--- config.mk ---
export PLATFORM = sky130hd
export DESIGN_NAME = kmac_bytepad_packer_flat
export DESIGN_NICKNAME = d
export VERILOG_FILES = /design/src/rtl/kmac_bytepad_if.sv /design/src/rtl/kmac_bytepad_packer.sv /design/src/flat_wrapper.sv
export SDC_FILE = /design/constraint.sdc
export NUM_CORES = 1
export LEC_CHECK = 0
export ABC_AREA = 1
export ABC_CLOCK_PERIOD_IN_PS = 3400
export CORE_MARGIN = 3
export CORE_UTILIZATION = 30
export CTS_BUF_LIST = sky130_fd_sc_hd__clkbuf_8
export CTS_CLUSTER_SIZE = 8
export DETAILED_ROUTE_END_ITERATION = 16
export GPL_TIMING_DRIVEN = 0
export PLACE_DENSITY = 0.63
export SYNTH_ARGS = -nofsm -noshare
export SYNTH_HDL_FRONTEND = slang
export SYNTH_SLANG_ARGS = --single-unit
--- constraint.sdc ---
create_clock -name clk -period 3.4 [get_ports clk]
set_input_delay 0.85 -clock clk [delete_from_list [all_inputs] [get_ports clk]]
set_output_delay 0.85 -clock clk [all_outputs]
set_load 0.02 [all_outputs]
--- src/rtl/kmac_bytepad_if.sv ---
// kmac_bytepad_if: byte-in / lane-out handshake bundle for the bytepad packer.
//   start            frame request (one cycle)
//   in_valid/ready   encoded byte stream in, in_byte data, in_last marks end of X
//   out_valid/ready  64-bit lane out, out_word data, out_block_end / out_last flags
//   busy, done       frame status
// master = byte producer / lane consumer side, slave = packer side.
interface kmac_bytepad_if;
    logic        start;
    logic        in_valid;
    logic        in_ready;
    logic [7:0]  in_byte;
    logic        in_last;
    logic        out_valid;
    logic        out_ready;
    logic [63:0] out_word;
    logic        out_block_end;
    logic        out_last;
    logic        busy;
    logic        done;

    modport master (
        output start, in_valid, in_byte, in_last, out_ready,
        input  in_ready, out_valid, out_word, out_block_end, out_last, busy, done
    );

    modport slave (
        input  start, in_valid, in_byte, in_last, out_ready,
        output in_ready, out_valid, out_word, out_block_end, out_last, busy, done
    );
endinterface

--- src/rtl/kmac_bytepad_packer.sv ---
// kmac_bytepad_packer: bytepad(X, w) with w = RATE_BYTES. Emits left_encode(w)
// (0x01, w), then X, then zero padding up to a multiple of w, packed
// little-endian into 64-bit Keccak lanes.
// Ports:
//   clk  clock
//   rst  asynchronous reset, active-high
//   bus  kmac_bytepad_if.slave (start, byte input, lane output, busy, done)
//
// state  | meaning
// IDLE   | waiting for start
// HDR0   | producing 0x01
// HDR1   | producing RATE_BYTES
// DATA   | forwarding input bytes until in_last
// PAD    | producing 0x00 until the block is full
// FLUSH  | waiting for the final lane to be accepted
module kmac_bytepad_packer #(
    parameter int unsigned RATE_BYTES = 168
) (
    input logic          clk,
    input logic          rst,
    kmac_bytepad_if.slave bus
);
    typedef enum logic [2:0] {S_IDLE, S_HDR0, S_HDR1, S_DATA, S_PAD, S_FLUSH} state_t;

    localparam logic [7:0] RATE_B   = 8'(RATE_BYTES);
    localparam logic [7:0] BLK_LAST = 8'(RATE_BYTES - 1);

    state_t      state_q, state_d;
    logic [63:0] lane_q, lane_d;
    logic [2:0]  byte_idx_q, byte_idx_d;
    logic [7:0]  blk_cnt_q, blk_cnt_d;
    logic        out_valid_q, out_valid_d;
    logic        blk_end_q, blk_end_d;
    logic        last_q, last_d;
    logic        done_q, done_d;

    logic        can_write;
    logic        in_ready;
    logic        prod;
    logic [7:0]  prod_byte;
    logic        final_blk;

    always_ff @(posedge clk or posedge rst) begin
        if (rst) begin
            state_q     <= S_IDLE;
            lane_q      <= '0;
            byte_idx_q  <= '0;
            blk_cnt_q   <= '0;
            out_valid_q <= 1'b0;
            blk_end_q   <= 1'b0;
            last_q      <= 1'b0;
            done_q      <= 1'b0;
        end else begin
            state_q     <= state_d;
            lane_q      <= lane_d;
            byte_idx_q  <= byte_idx_d;
            blk_cnt_q   <= blk_cnt_d;
            out_valid_q <= out_valid_d;
            blk_end_q   <= blk_end_d;
            last_q      <= last_d;
            done_q      <= done_d;
        end
    end

    always_comb begin
        state_d     = state_q;
        lane_d      = lane_q;
        byte_idx_d  = byte_idx_q;
        blk_cnt_d   = blk_cnt_q;
        out_valid_d = out_valid_q;
        blk_end_d   = blk_end_q;
        last_d      = last_q;
        done_d      = 1'b0;
        prod        = 1'b0;
        prod_byte   = 8'h00;
        final_blk   = 1'b0;

        // A byte may only be produced when the lane register is free or is
        // being handed over this very cycle.
        can_write = !out_valid_q || bus.out_ready;
        in_ready  = (state_q == S_DATA) && can_write;

        if (out_valid_q && bus.out_ready) begin
            out_valid_d = 1'b0;
            blk_end_d   = 1'b0;
            last_d      = 1'b0;
        end

        case (state_q)
            S_IDLE: begin
                if (bus.start) state_d = S_HDR0;
            end
            S_HDR0: begin
                if (can_write) begin
                    prod      = 1'b1;
                    prod_byte = 8'h01;
                    state_d   = S_HDR1;
                end
            end
            S_HDR1: begin
                if (can_write) begin
                    prod      = 1'b1;
                    prod_byte = RATE_B;
                    state_d   = S_DATA;
                end
            end
            S_DATA: begin
                if (bus.in_valid && in_ready) begin
                    prod      = 1'b1;
                    prod_byte = bus.in_byte;
                    if (bus.in_last) begin
                        final_blk = 1'b1;
                        state_d   = (blk_cnt_q == BLK_LAST) ? S_FLUSH : S_PAD;
                    end
                end
            end
            S_PAD: begin
                if (can_write) begin
                    prod      = 1'b1;
                    final_blk = 1'b1;
                    if (blk_cnt_q == BLK_LAST) state_d = S_FLUSH;
                end
            end
            S_FLUSH: begin
                if (out_valid_q && bus.out_ready) begin
                    state_d = S_IDLE;
                    done_d  = 1'b1;
                end
            end
            default: state_d = S_IDLE;
        endcase

        // Shifting in from the top leaves the first byte of the lane in [7:0]
        // once eight bytes have gone in.
        if (prod) begin
            lane_d     = {prod_byte, lane_q[63:8]};
            byte_idx_d = byte_idx_q + 3'd1;
            blk_cnt_d  = (blk_cnt_q == BLK_LAST) ? 8'd0 : blk_cnt_q + 8'd1;
            if (byte_idx_q == 3'd7) begin
                out_valid_d = 1'b1;
                blk_end_d   = (blk_cnt_q == BLK_LAST);
                last_d      = final_blk && (blk_cnt_q == BLK_LAST);
            end
        end
    end

    assign bus.in_ready      = in_ready;
    assign bus.out_valid     = out_valid_q;
    assign bus.out_word      = lane_q;
    assign bus.out_block_end = blk_end_q;
    assign bus.out_last      = last_q;
    assign bus.busy          = (state_q != S_IDLE);
    assign bus.done          = done_q;
endmodule

--- src/flat_wrapper.sv ---
// flat-port wrapper written by rule: the top's interface ports become plain ports
module kmac_bytepad_packer_flat 
#(
    parameter int unsigned RATE_BYTES = 168
)
  (clk, rst, bus_start, bus_in_valid, bus_in_byte, bus_in_last, bus_out_ready, bus_in_ready, bus_out_valid, bus_out_word, bus_out_block_end, bus_out_last, bus_busy, bus_done);
  kmac_bytepad_if bus_i ();
  input logic clk;
  input logic rst;
  input wire logic [$bits(bus_i.start)-1:0] bus_start;
  input wire logic [$bits(bus_i.in_valid)-1:0] bus_in_valid;
  input wire logic [$bits(bus_i.in_byte)-1:0] bus_in_byte;
  input wire logic [$bits(bus_i.in_last)-1:0] bus_in_last;
  input wire logic [$bits(bus_i.out_ready)-1:0] bus_out_ready;
  output wire logic [$bits(bus_i.in_ready)-1:0] bus_in_ready;
  output wire logic [$bits(bus_i.out_valid)-1:0] bus_out_valid;
  output wire logic [$bits(bus_i.out_word)-1:0] bus_out_word;
  output wire logic [$bits(bus_i.out_block_end)-1:0] bus_out_block_end;
  output wire logic [$bits(bus_i.out_last)-1:0] bus_out_last;
  output wire logic [$bits(bus_i.busy)-1:0] bus_busy;
  output wire logic [$bits(bus_i.done)-1:0] bus_done;
  assign bus_i.start = bus_start;
  assign bus_i.in_valid = bus_in_valid;
  assign bus_i.in_byte = bus_in_byte;
  assign bus_i.in_last = bus_in_last;
  assign bus_i.out_ready = bus_out_ready;
  assign bus_in_ready = bus_i.in_ready;
  assign bus_out_valid = bus_i.out_valid;
  assign bus_out_word = bus_i.out_word;
  assign bus_out_block_end = bus_i.out_block_end;
  assign bus_out_last = bus_i.out_last;
  assign bus_busy = bus_i.busy;
  assign bus_done = bus_i.done;
  kmac_bytepad_packer #(.RATE_BYTES(RATE_BYTES)) u_core (.clk(clk), .rst(rst), .bus(bus_i));
endmodule
==> impl_metrics.toml, run 1 <==
[outcome]
status = "finished clean"

[cells_and_area]
antennaDiodeCount = 0
final_common_cell = "nand2_1"
syn2layout_area_growth_pct = 34.40
fin_nets = 519
multi_input_area_sq_mm = 0.001326
final_cell_mix = "nand2_1 (116), clkdlybuf4s50_1 (82), dfrtp_1 (82)"
fillers = 1207
layout-drive-gt1-share_pct = 15.38
final_cells = 650
regArea_sq_mm = 0.002052

[setup_path]
cp_top_family = "buffers and inverters"
critPathSlowestCell = "clkdlybuf4s50_1"
cp_common_cell = "inv_1"
rr_startpoint = "u_core.state_q[0]"
start_kind = "primary input"
critical_path.max_stage_delay_ns = 0.47
worstPathMaxFanout = 9
r2r_end = "u_core.bus.out_word[55]"
rr_worst_depth = 7
reg2reg_slack_ns = 1.50
path_class = "in2out"
end_kind = "primary output"
arrival_ns = 2.30
cp.required_ns = 2.55
path_depth = 6
crit_buf_inv = 4
crit_chain = "clkdlybuf4s50_1 -> inv_1 -> nand2_2 -> inv_1 -> nor2_4 -> dlygate4sd2_1"

[grt]
grt_max_degree = 48
grt-ovfl-total = 0
grt_pass1_wl_microns = 15190
globalRouteTotalUtil_pct = 14.25
antenna_found_initial = 0
first_global_vias = 3039

[hold_path]
min_path_cells = 2
whs_endpoint = "u_core.byte_idx_q[1]"
hp-start = "u_core.byte_idx_q[1]"
hold_class = "reg2reg"

[sta]
slew_viol_final = 0
finalSetupViolCount = 0
fin_crit_sh_pct = 92.71
hold_violations = 0
max_freq_mhz = 317.3
whs_ns = 0.4836
finalCriticalPeriod_ns = 3.152
finClkSkew_ns = 0.007920
rsz0062_at_grt = "no"
maxSlewHeadroom_pct = 63.75
tightest_slew_ns = 0.5437

[floorplanning]
pin_count = 84
die_h_microns = 116.7
die_area_sq_mm = 0.01362
core_sq_mm = 0.01171
start_util_pct = 31.40
core.rowCount = 39
die_x_microns = 116.7

[power]
power_density_mw_per_mm2 = 1046
p_leak_nw = 2.315
ir_drop_mv = 0.4049
power.total_w = 0.005169

[synthesis]
synth_seq_area_share_pct = 55.80
mappedNetlistNets = 424
synth_cell_type_count = 23
netlist_instances = 407
synth_area_leaders = "dfrtp_1 (56%), nand2_1 (12%), o21ai_2 (6.4%)"
synth_area_per_cell_sq_um = 9.035
synth-seq-cells = 82
syn_area_sq_mm = 0.003677
yosysWarnings = 0
synth_area_leader_cell = "dfrtp_1"
yosysTopAreaCellShare_pct = 55.80

[detailed_routing]
ant_nets = 0
vias_per_cell = 4.577
routed_wirelength_microns = 9130
firstDrtPassIters = 4
wl_per_cell_microns = 14.05
vias = 2975
first_iter_violations = 149
drc_errors = 0

[place]
dpl.cell_count = 634
io_buffers = 83
gp_congestion = 0.7880
dp_hpwl_microns = 6751

[clock_network]
ctsHtreeMaxLevel = 3
clkSinkCount = 82
cts-hold-fix-buffers = 0
cts_tree = "done"
cts_max_path_buffers = 2
cts_buffers = 9
clk_pin_slew_ns = 0.08
worst_skew_pair.late_latency_ns = 0.35
cts_setup_buffers = 0
cts_root_buffer = "clkbuf_8"

[flow_run]
maxCapViolations = 0
## per-layer routing
layer,track usage (%),vias up,part of all wire [%]
met5,0,-,0
li1,-,1480,-
met1,19.40,1413,47
met2,22.26,70,47
met3,3.575,12,4.6
met4,4.740,0,1.3
## Yosys cell counts
master and instances:
nand2_1 117, dfrtp_1 82, inv_1 47, o21ai_0 33, nand3_1 31, o21ai_2 27
nand2_2 17, nor2_1 17, buf_2 5, buf_6 5, clkbuf_1 4, nand4_1 4
ha_1 3, nand3b_1 3, buf_8 2, nor2_2 2, xor2_1 2, a21oi_1 1
inv_2 1, nand2_4 1, nand3_2 1, nor4_1 1, o21ai_1 1
## kinds of logic after synthesis
| logic type | count (synthesis) | synth area share, % |
|---|---|---|
| AO/OA/AOI/OAI | 62 | 11.19 |
| flip-flops | 82 | 55.80 |
| AND/OR/NAND/NOR | 194 | 23.17 |
| adder cells (fa/ha/maj) | 3 | 1.021 |
| XOR/XNOR | 2 | 0.4764 |
| buffers and inverters | 64 | 8.336 |
## power by group
part	switching [W]	internal, W	total [W]
registers	0.000278	0.00134	0.00162
logic	0.00168	0.00109	0.00276
clock network	0.000357	0.000430	0.000787
total	0.00231	0.00286	0.00517
## worst max path at each step
stage	start	endpoint	slack, ns
3_5_place_dp	bus_out_ready	bus_in_ready	-0.26
4_1_cts	bus_out_ready	bus_in_ready	0.12
6_report	bus_out_ready	bus_in_ready	0.25
5_1_grt	bus_out_ready	bus_in_ready	0.11
3_3_place_gp	rst	u_core.bus.out_word[60]	-0.91
2_1_floorplan	rst	u_core.blk_cnt_q[0]	0.44
## tightest hold or removal path, stage by stage (launching register included)
cell and delay, ns:
dfrtp_1 0.35, nand2_1 0.05, nand2_1 0.05
## per-stage QoR
stage | utilization, % | worst slack, ns | cell area (sq um) | TNS, ns
finish | 42.20 | 0.2480 | 4942 | 0
global route | 42.20 | 0.1125 | 4942 | 0
CTS | 42.18 | 0.1216 | 4940 | 0
detailed placement | 40.28 | -0.2627 | 4717 | -0.2627
global placement | 40.02 | -0.9110 | 4687 | -74.68
floorplan | - | 0.4416 | 3677 | 0
## layout make-up
cell class	count	share of cell area, %
Buffer	16	2.557
Clock buffer	10	2.785
Clock inverter	6	1.646
Inverter	48	3.696
Multi-Input combinational cell	261	26.84
Sequential cell	82	41.52
Tap cell	143	3.620
Timing Repair Buffer	84	17.34
## flip-flops by register name (all words and copies together) (netlist names)
signal                    flops
u_core.byte_idx_q             3
u_core.bus.out_valid          1
u_core.bus.out_last           1
u_core.bus.out_word          64
u_core.blk_cnt_q              8
u_core.bus.out_block_end      1
u_core.bus.done               1
u_core.state_q                3
## timing repair
action	in CTS	in global routing
cloned	0	0
endpoints found under the setup margin	1	1
gates resized for setup	2	1
Note: power is estimated with default switching activity, not from simulation.
==> inputs of run 2 (changes only) <==
--- a/config.mk
+++ b/config.mk
@@ -8,12 +8,13 @@
 export ABC_AREA = 1
 export ABC_CLOCK_PERIOD_IN_PS = 3400
 export CORE_MARGIN = 3
-export CORE_UTILIZATION = 30
+export CORE_UTILIZATION = 52
 export CTS_BUF_LIST = sky130_fd_sc_hd__clkbuf_8
 export CTS_CLUSTER_SIZE = 8
 export DETAILED_ROUTE_END_ITERATION = 16
 export GPL_TIMING_DRIVEN = 0
-export PLACE_DENSITY = 0.63
+export PLACE_DENSITY = 0.93
 export SYNTH_ARGS = -nofsm -noshare
 export SYNTH_HDL_FRONTEND = slang
 export SYNTH_SLANG_ARGS = --single-unit
+export TNS_END_PERCENT = 30
==> impl_metrics.toml, run 2 (synthesis results as in run 1) <==
[outcome]
status = "finished clean"

[setup_path]
end_kind = "primary output"
critPathSlowestCell = "clkdlybuf4s50_1"
worstPathMaxFanout = 9
arrival_ns = 2.39
reg2reg_slack_ns = 1.49
cp.required_ns = 2.55
path_class = "in2out"
start_kind = "primary input"
crit_chain = "clkdlybuf4s50_1 -> inv_1 -> nand2_1 -> inv_1 -> nor2_4 -> dlygate4sd2_1"
cp_top_family = "buffers and inverters"
rr_startpoint = "u_core.state_q[0]"
critical_path.max_stage_delay_ns = 0.48
rr_worst_depth = 8
cp_common_cell = "inv_1"
r2r_end = "u_core.blk_cnt_q[1]"
crit_buf_inv = 4

[floorplanning]
die_x_microns = 90.10
core.rowCount = 30
die_area_sq_mm = 0.008117
start_util_pct = 53.83
core_sq_mm = 0.006832
die_h_microns = 90.10
pin_count = 84

[hold_path]
min_path_cells = 1
hp-start = "u_core.byte_idx_q[0]"
hold_class = "reg2reg"
whs_endpoint = "u_core.byte_idx_q[0]"

[clock_network]
cts_buffers = 9
clkSinkCount = 82
cts-hold-fix-buffers = 0
cts_max_path_buffers = 2
cts_root_buffer = "clkbuf_8"
ctsHtreeMaxLevel = 3
clk_pin_slew_ns = 0.08
cts_setup_buffers = 0
worst_skew_pair.late_latency_ns = 0.36
cts_resized = 2
cts_tree = "done"

[detailed_routing]
wl_met1_microns = 3783
top_layer = "met4"
first_iter_violations = 186
route.met2.wl_microns = 4515
wl_per_cell_microns = 15.05
ant_nets = 0
firstDrtPassIters = 5
routed_wirelength_microns = 9063
vias = 3188
vias_per_cell = 5.296
wl_met3_microns = 563
drc_errors = 0

[cells_and_area]
fillers = 511
fin_nets = 519
final_cell_mix = "nand2_1 (117), clkdlybuf4s50_1 (82), dfrtp_1 (82)"
final_common_cell = "nand2_1"
final_cells = 602
largest_reg_flops = 64
layout-drive-gt1-share_pct = 15.42
finalInstanceArea_sq_mm = 0.004853
antennaDiodeCount = 0
syn2layout_area_growth_pct = 31.98

[power]
p_leak_nw = 2.287
ir_drop_mv = 0.7804
power_density_mw_per_mm2 = 1058

[sta]
tightest_slew_ns = 0.5584
whs_ns = 0.4819
max_freq_mhz = 308.9
finalCriticalPeriod_ns = 3.237
rsz0062_at_grt = "no"
finalSetupViolCount = 0
finClkSkew_ns = 0.008211
maxSlewHeadroom_pct = 62.77
fin_crit_sh_pct = 95.21
hold_violations = 0
slew_viol_final = 0

[place]
dpl.cell_count = 587
gp_congestion = 0.8096
placed_area_sq_mm = 0.004658
dp_hpwl_microns = 6311
io_buffers = 83

[grt]
first_global_vias = 3267
grt_pass1_wl_microns = 15350
grt-ovfl-total = 0
globalRouteTotalUtil_pct = 23.54
grt_max_degree = 58
antenna_found_initial = 0

[flow_run]
maxCapViolations = 0
## run 2: per-layer routing
layer,vias up,track usage (%)
met5,-,0
met4,0,10.08
met1,1553,29.12
met2,127,39.58
li1,1481,-
met3,27,5.523
## run 2: per-stage QoR
| step | setup TNS [ns] | power (W) | setup WS [ns] | util [%] |
|---|---|---|---|---|
| after floorplan | 0 | 0.003340 | 0.4416 | - |
| after detailed placement | -0.1915 | 0.004404 | -0.1915 | 68.19 |
| after CTS | 0 | 0.005140 | 0.1700 | 71.04 |
| final | 0 | 0.005135 | 0.1629 | 71.04 |
| after global placement | -61.23 | 0.004291 | -0.7483 | 67.75 |
| after global routing | 0 | 0.005451 | 0.06521 | 71.04 |
## run 2: worst max-delay path by stage
stage | from | slack [ns] | endpoint | cells after the start
floorplan | rst | 0.44 | u_core.blk_cnt_q[0] | 1
global placement | rst | -0.75 | u_core.bus.out_word[57] | 2
detailed placement | bus_out_ready | -0.19 | bus_in_ready | 6
CTS | bus_out_ready | 0.17 | bus_in_ready | 6
global route | bus_out_ready | 0.07 | bus_in_ready | 6
finish | bus_out_ready | 0.16 | bus_in_ready | 6
## run 2: where the power goes
part           switching [W]  internal, W
Sequential          0.000284      0.00134
Combinational        0.00172      0.00109
Clock               0.000362     0.000338
## run 2: final cells by class
class                   instances  area (sq um)  share of cell area [%]
clock buffers                   9         123.9                   2.552
inverters                      48         182.7                   3.764
well taps                      96         120.1                   2.475
multi-input cells             261          1324                   27.28
flip-flops and latches         82          2052                   42.28
clock inverters                 6         67.56                   1.392
plain buffers                  16         126.4                   2.604
repair buffers                 84         857.1                   17.66
